$ cat src/rtl/dmem_store_responder_if.sv
// ----------------------------------------------------------------------------
// dmem_store_responder_if
//   M-stage data-memory port between the core (master) and the data memory /
//   store responder (slave).
//   MemWriteM   core -> mem  store strobe, one store per cycle while high
//   DataAdrM    core -> mem  byte address for loads and stores
//   WriteDataM  core -> mem  store data
//   ReadDataM   mem -> core  combinational load data
// ----------------------------------------------------------------------------
interface dmem_store_responder_if;
    logic        MemWriteM;
    logic [31:0] DataAdrM;
    logic [31:0] WriteDataM;
    logic [31:0] ReadDataM;

    modport master (
        output MemWriteM,
        output DataAdrM,
        output WriteDataM,
        input  ReadDataM
    );

    modport slave (
        input  MemWriteM,
        input  DataAdrM,
        input  WriteDataM,
        output ReadDataM
    );
endinterface

$ cat src/rtl/dmem_store_responder.sv
// ----------------------------------------------------------------------------
// dmem_store_responder
//   Word-addressed data RAM for the five-stage core plus a mailbox FSM that
//   watches stores and decides the self-test verdict (PASS / FAIL / TIMEOUT).
// Ports
//   clk         rising-edge clock
//   reset       asynchronous, active-high; clears status, not the RAM
//   bus         M-stage data port (slave side): MemWriteM, DataAdrM,
//               WriteDataM in; ReadDataM out (combinational)
//   Done        status has left RUN
//   Pass        status is PASS
//   FailCode    0 none, 1 bad mailbox data, 2 bad address, 3 timeout
//   StoreCount  stores seen while in RUN, saturating at 16'hFFFF
//   CycleCount  cycles spent in RUN, frozen once RUN is left
// ----------------------------------------------------------------------------
module dmem_store_responder #(
  parameter int unsigned DEPTH     = 64,
  parameter logic [31:0] PASS_ADDR = 32'd100,
  parameter logic [31:0] PASS_DATA = 32'd25,
  parameter int unsigned TIMEOUT   = 4096,
  parameter              INIT_FILE = ""
) (
  input  logic                  clk,
  input  logic                  reset,
  dmem_store_responder_if.slave bus,
  output logic                  Done,
  output logic                  Pass,
  output logic [1:0]            FailCode,
  output logic [15:0]           StoreCount,
  output logic [31:0]           CycleCount
);

  localparam int unsigned AW         = $clog2(DEPTH);
  localparam logic [31:0] BYTE_LIMIT = 32'(4 * DEPTH);
  // Last RUN cycle before the watchdog fires; unused when TIMEOUT is 0.
  localparam logic [31:0] TO_LAST    = (TIMEOUT == 0) ? '0 : 32'(TIMEOUT - 1);

  localparam logic [1:0] FC_NONE     = 2'd0;
  localparam logic [1:0] FC_BAD_DATA = 2'd1;
  localparam logic [1:0] FC_BAD_ADDR = 2'd2;
  localparam logic [1:0] FC_TIMEOUT  = 2'd3;

  typedef enum logic [1:0] {
    ST_RUN  = 2'd0,
    ST_PASS = 2'd1,
    ST_FAIL = 2'd2
  } state_t;

  logic [31:0]   r_mem [DEPTH];
  state_t        r_state;
  state_t        w_state_next;
  logic [1:0]    r_fail_code;
  logic [1:0]    w_fail_code_next;
  logic [15:0]   r_store_count;
  logic [31:0]   r_cycle_count;

  logic          w_in_range;
  logic [AW-1:0] w_index;
  logic          w_timeout_hit;

  assign w_index    = bus.DataAdrM[AW+1:2];
  assign w_in_range = (bus.DataAdrM < BYTE_LIMIT) && (bus.DataAdrM[1:0] == 2'b00);

  // Read-before-write: a load to the word being stored returns the old word.
  assign bus.ReadDataM = w_in_range ? r_mem[w_index] : '0;

  always_ff @(posedge clk) begin
    if (bus.MemWriteM && w_in_range) begin
      r_mem[w_index] <= bus.WriteDataM;
    end
  end

  assign w_timeout_hit = (TIMEOUT != 0) && (r_cycle_count == TO_LAST);

  always_ff @(posedge clk or posedge reset) begin
    if (reset) begin
      r_state     <= ST_RUN;
      r_fail_code <= FC_NONE;
    end else begin
      r_state     <= w_state_next;
      r_fail_code <= w_fail_code_next;
    end
  end

  // A deciding store in the last RUN cycle takes priority over the watchdog.
  always_comb begin
    w_state_next     = r_state;
    w_fail_code_next = r_fail_code;
    if (r_state == ST_RUN) begin
      if (bus.MemWriteM) begin
        if (!w_in_range) begin
          w_state_next     = ST_FAIL;
          w_fail_code_next = FC_BAD_ADDR;
        end else if (bus.DataAdrM == PASS_ADDR) begin
          if (bus.WriteDataM == PASS_DATA) begin
            w_state_next = ST_PASS;
          end else begin
            w_state_next     = ST_FAIL;
            w_fail_code_next = FC_BAD_DATA;
          end
        end
      end
      if ((w_state_next == ST_RUN) && w_timeout_hit) begin
        w_state_next     = ST_FAIL;
        w_fail_code_next = FC_TIMEOUT;
      end
    end
  end

  always_ff @(posedge clk or posedge reset) begin
    if (reset) begin
      r_store_count <= '0;
      r_cycle_count <= '0;
    end else if (r_state == ST_RUN) begin
      r_cycle_count <= r_cycle_count + 32'd1;
      if (bus.MemWriteM && (r_store_count != 16'hFFFF)) begin
        r_store_count <= r_store_count + 16'd1;
      end
    end
  end

  assign Done       = (r_state != ST_RUN);
  assign Pass       = (r_state == ST_PASS);
  assign FailCode   = r_fail_code;
  assign StoreCount = r_store_count;
  assign CycleCount = r_cycle_count;

endmodule
$ cat src/flat_wrapper.sv
// flat-port wrapper written by rule: the top's interface ports become plain ports
module dmem_store_responder_flat 
#(
  parameter int unsigned DEPTH     = 64,
  parameter logic [31:0] PASS_ADDR = 32'd100,
  parameter logic [31:0] PASS_DATA = 32'd25,
  parameter int unsigned TIMEOUT   = 4096,
  parameter              INIT_FILE = ""
)
  (clk, reset, Done, Pass, FailCode, StoreCount, CycleCount, bus_MemWriteM, bus_DataAdrM, bus_WriteDataM, bus_ReadDataM);
  dmem_store_responder_if bus_i ();
  input  logic clk;
  input  logic reset;
  output logic Done;
  output logic Pass;
  output logic [1:0] FailCode;
  output logic [15:0] StoreCount;
  output logic [31:0] CycleCount;
  input wire logic [$bits(bus_i.MemWriteM)-1:0] bus_MemWriteM;
  input wire logic [$bits(bus_i.DataAdrM)-1:0] bus_DataAdrM;
  input wire logic [$bits(bus_i.WriteDataM)-1:0] bus_WriteDataM;
  output wire logic [$bits(bus_i.ReadDataM)-1:0] bus_ReadDataM;
  assign bus_i.MemWriteM = bus_MemWriteM;
  assign bus_i.DataAdrM = bus_DataAdrM;
  assign bus_i.WriteDataM = bus_WriteDataM;
  assign bus_ReadDataM = bus_i.ReadDataM;
  dmem_store_responder #(.DEPTH(DEPTH), .PASS_ADDR(PASS_ADDR), .PASS_DATA(PASS_DATA), .TIMEOUT(TIMEOUT), .INIT_FILE(INIT_FILE)) u_core (.clk(clk), .reset(reset), .bus(bus_i), .Done(Done), .Pass(Pass), .FailCode(FailCode), .StoreCount(StoreCount), .CycleCount(CycleCount));
endmodule
$ cat config.mk
export PLATFORM = sky130hd
export DESIGN_NAME = dmem_store_responder_flat
export DESIGN_NICKNAME = d
export VERILOG_FILES = /design/src/rtl/dmem_store_responder_if.sv /design/src/rtl/dmem_store_responder.sv /design/src/flat_wrapper.sv
export SDC_FILE = /design/constraint.sdc
export NUM_CORES = 2
export LEC_CHECK = 0
export BUFFER_PORTS_ARGS = -buffer_cell sky130_fd_sc_hd__buf_2
export CAP_MARGIN = 25
export CORE_ASPECT_RATIO = 1.2
export CORE_UTILIZATION = 39
export DETAILED_ROUTE_END_ITERATION = 7
export PLACE_DENSITY_LB_ADDON = 0.05
export REMOVE_ABC_BUFFERS = 1
export SETUP_SLACK_MARGIN = 0.4
export SYNTH_ARGS = -nofsm -noshare
export SYNTH_HDL_FRONTEND = slang
export SYNTH_SLANG_ARGS = --single-unit
$ cat constraint.sdc
create_clock -name clk -period 2.4 [get_ports clk]
set_input_delay 0.24 -clock clk [delete_from_list [all_inputs] [get_ports clk]]
set_output_delay 0.24 -clock clk [all_outputs]
set_load 0.02 [all_outputs]
==> impl_results.md <==
- Multi-input logic area: 19200 µm²
- CP max stage cell: a221o_1
- Vias in the first global route: 49200
- GRT overflow: 0
- Crit path from: u_core.r_mem[11][13]$_DFFE_PP_
- Final hold viol count: 0
- Final WL: 325 mm
- Final Non-Filler Cells: 8508
- Worst slew pin tran: 0.998 ns
- Cells after Synth: 4496
- Yosys top cell by area: edfxtp_1
- Maximum vdd drop: 0.840 mV
- Yosys Warn Count: 0
- Worst EP required: 2.16 ns
- Final #Nets: 5607
- Sequential share of the synthesized area: 76.9%
- Final core occ: 50.1%
- Fillers: 17400
- Cells along the critical path: mux4_2 > mux2i_1 > a32oi_1 > buf_4 > o211ai_1 > a221o_1 > a2111oi_4 > buf_4
- Final setup fails: 32
- Final Wtd Congestion: 0.876
- Synthesized area: 81600 µm²
- CP Buf/Inv Count: 2
- Minimum clock period: 3.39 ns
- Peak Freq: 295 MHz
- Final setup TNS: -20.48 ns
- Adder-cell share of the synthesized area: 0.0307%
- Vias: 50600
- Final Slew Violations: 0
- Failing checks: setup timing
- Met2 wire length: 156 mm
- Synth-to-Final Area Change: 27.4%
- Row count: 183
- Worst setup margin: -0.987 ns
- DP Worst Slack: -1.48 ns
- DRT met1 WL: 134 mm
- Max-cap violations: 0
- Metal3 WL: 22.2 mm
- Compound-Gate Fraction of Synth Area: 8.63%
- Status: finished, violations left
- WL/cell: 38.2 µm
- Static Leakage: 34.8 nW
- Crit start category: register
- First-pass GRT wire length: 435 mm
- Slowest Stage Delay on Critical Path: 0.44 ns
- Pin count of the biggest net entering global routing: 65
- HP Class: in2reg
- Top cell type's share of synthesized area: 75.3%
- Worst-path clk slew: 0.06 ns
- Count leader, synth: edfxtp_1
- Ports: 151
- Largest family of logic cells by synthesized area: compound AO/OA/AOI/OAI gates
- DR top layer: met5
- Chip width: 420 µm
- Initial core utilization: 39.3%
- Mux cell area share after synthesis: 8.56%
- Final Skew: 0.00617 ns
- Initial DRT Pass Iterations: 5
- Clock sinks: 2100
- Vias/cell: 5.94
- Worst skew pair latency: 0.87 ns
- Dominant synthesized flop cell: edfxtp_1
- # DRC: 0
- Slew headroom: 33.5%
- Critical path peak fanout: 1
- RSZ-0062 raised after global routing: yes
- First DRT Iteration DRCs: 6355
- HPWL after DPL: 216 mm
- Chip height: 503 µm
- Power Density: 753 nW/µm²
- Register bit count reported by yosys: 2100
- Worst EP arrival: 3.15 ns
- Simple-Gate Fraction of Synth Area: 2.93%
- Post-synthesis average cell area: 18.2 µm²
- Placed Cells: 8068
- Part of the cycle the worst path needs: 141%
- Leading post-synthesis cells by cell area: edfxtp_1 75%, mux2_2 3.3%, o22ai_1 2.6%, mux4_2 2.3%, mux2i_1 2.2%
- Critical Path End Type: output pin
- Async set-reset flop share out of synthesis: 2.48%
- Synth cell types: 89
- Seq. cell area: 62800 µm²
- Crit Path Category: reg2out
- Critical hold path startpoint: bus_WriteDataM[27]
- IO Port Bufs: 150
- Most used cell, CP: buf_4
- Share of cells above drive strength 1: 36.7%
- ANT nets after route: 0
- Root buf cell: clkbuf_16
- Top cells by count, synth: 2048 x edfxtp_1, 338 x o22ai_1, 240 x mux2_2
- Core footprint: 208000 µm²
- Number of synthesized flops with an enable pin: 2048
- Initial antenna violation count: 25
- # H-tree levels: 4
- Die footprint: 211000 µm²
- GRT Total Usage: 30.5%
- Clock Tree Buf Depth: 3
- Synth Area in XOR/XNOR: 0.483%
- CTS Buf Count: 213
- Crit-path leading delay family: compound AO/OA/AOI/OAI gates
- RR Startpoint: u_core.CycleCount[21]$_DFFE_PP0P_
- CTS tree: done
-- report_power, final --
part	leakage, nW	switching [mW]	internal [mW]
Clock	3.25	14.4	18.0
Combinational	12.5	3.64	2.07
Sequential	19.1	0.00000000296	40.2
-- area by class of cell --
cell class                      count  area share (%)
Inverter                           14          0.0649
Clock buffer                      273            5.50
Multi-Input combinational cell   2085            18.5
Timing Repair Buffer             1124            11.3
Sequential cell                  2100            60.4
Tap cell                         2775            3.34
Antenna cell                       12          0.0289
Clock inverter                    125           0.895
-- cell families after synthesis --
group	Yosys count
flip-flops	2100
AO/OA/AOI/OAI	998
multiplexers	529
AND/OR/NAND/NOR	511
buffers and inverters	311
XOR/XNOR	45
adder cells (fa/ha/maj)	2
-- sequential cells by signal (all words and copies together), names as in the netlist --
signal / cells
u_core.FailCode: 2
u_core.CycleCount: 32
u_core.StoreCount: 16
u_core.r_state: 2
u_core.r_mem: 2048
-- through the flow --
step                      total power [mW]  instance area [µm²]  hold slack [ns]
after global routing                  80.1               104000           0.0748
final                                 78.4               104000           0.0759
after global placement                46.3                94800            0.313
after floorplan                       42.4                79700            0.339
after CTS                             78.6               103000           0.0314
after detailed placement              46.3                94800            0.311
-- final timing paths --
check	slack, ns	depth (start not counted)	endpoint
worst max-delay path	-0.99	8	bus_ReadDataM[13]
worst min-delay path	0.08	2	u_core.r_mem[54][27]$_DFFE_PP_
worst max register to register	0.35	7	u_core.r_state[1]$_DFFE_PP0P_
worst min register to register	0.49	1	u_core.CycleCount[3]$_DFFE_PP0P_
max in group asynchronous	1.61	5	u_core.r_state[1]$_DFFE_PP0P_
min in group asynchronous	0.53	5	u_core.StoreCount[1]$_DFFE_PP0P_
-- per-layer routing --
metal,vias up,global-route usage (%)
met5,-,0
met2,2270,49.6
met4,10,11.8
li1,20800,-
met1,27000,41.6
met3,497,4.33
-- placed cells by master, fill, tap and decap left out, drive strengths merged, types with 11 or more instances in the layout --
cell type / n
nand2: 147
o221ai: 161
dfrtp: 52
nor3: 11
mux4: 105
o21ai: 109
a2bb2oi: 30
diode: 12
nor4: 33
a22o: 12
a211oi: 22
nand4: 14
o31ai: 11
bufinv: 12
edfxtp: 2048
clkinv: 102
buf: 1112
mux2: 241
o22ai: 338
nor2: 196
mux2i: 183
a21oi: 109
clkbuf: 277
inv: 20
a2111oi: 13
a22oi: 37
a221oi: 42
a222oi: 17
xnor2: 36
o22a: 13
nand3: 34
a221o: 16
-- repair_timing --
action                                  in CTS  in global routing
hold endpoints to repair                    74                  0
pin swaps                                  137                 76
setup buffers                                5                 13
hold buffers                                 7                  0
gates cloned                                 1                  4
gates resized for setup                    375                 96
endpoints found under the setup margin      47                291
-- worst register-to-register path, stage by stage (launching register included) --
cell       delay, ns
dfrtp_1         0.46
nor4_4          0.33
o2111ai_4       0.18
or4_4           0.52
a211oi_4        0.19
buf_4           0.16
nor2_2          0.03
o21ai_1         0.12
No activity file was read; power rests on OpenSTA's default activity.
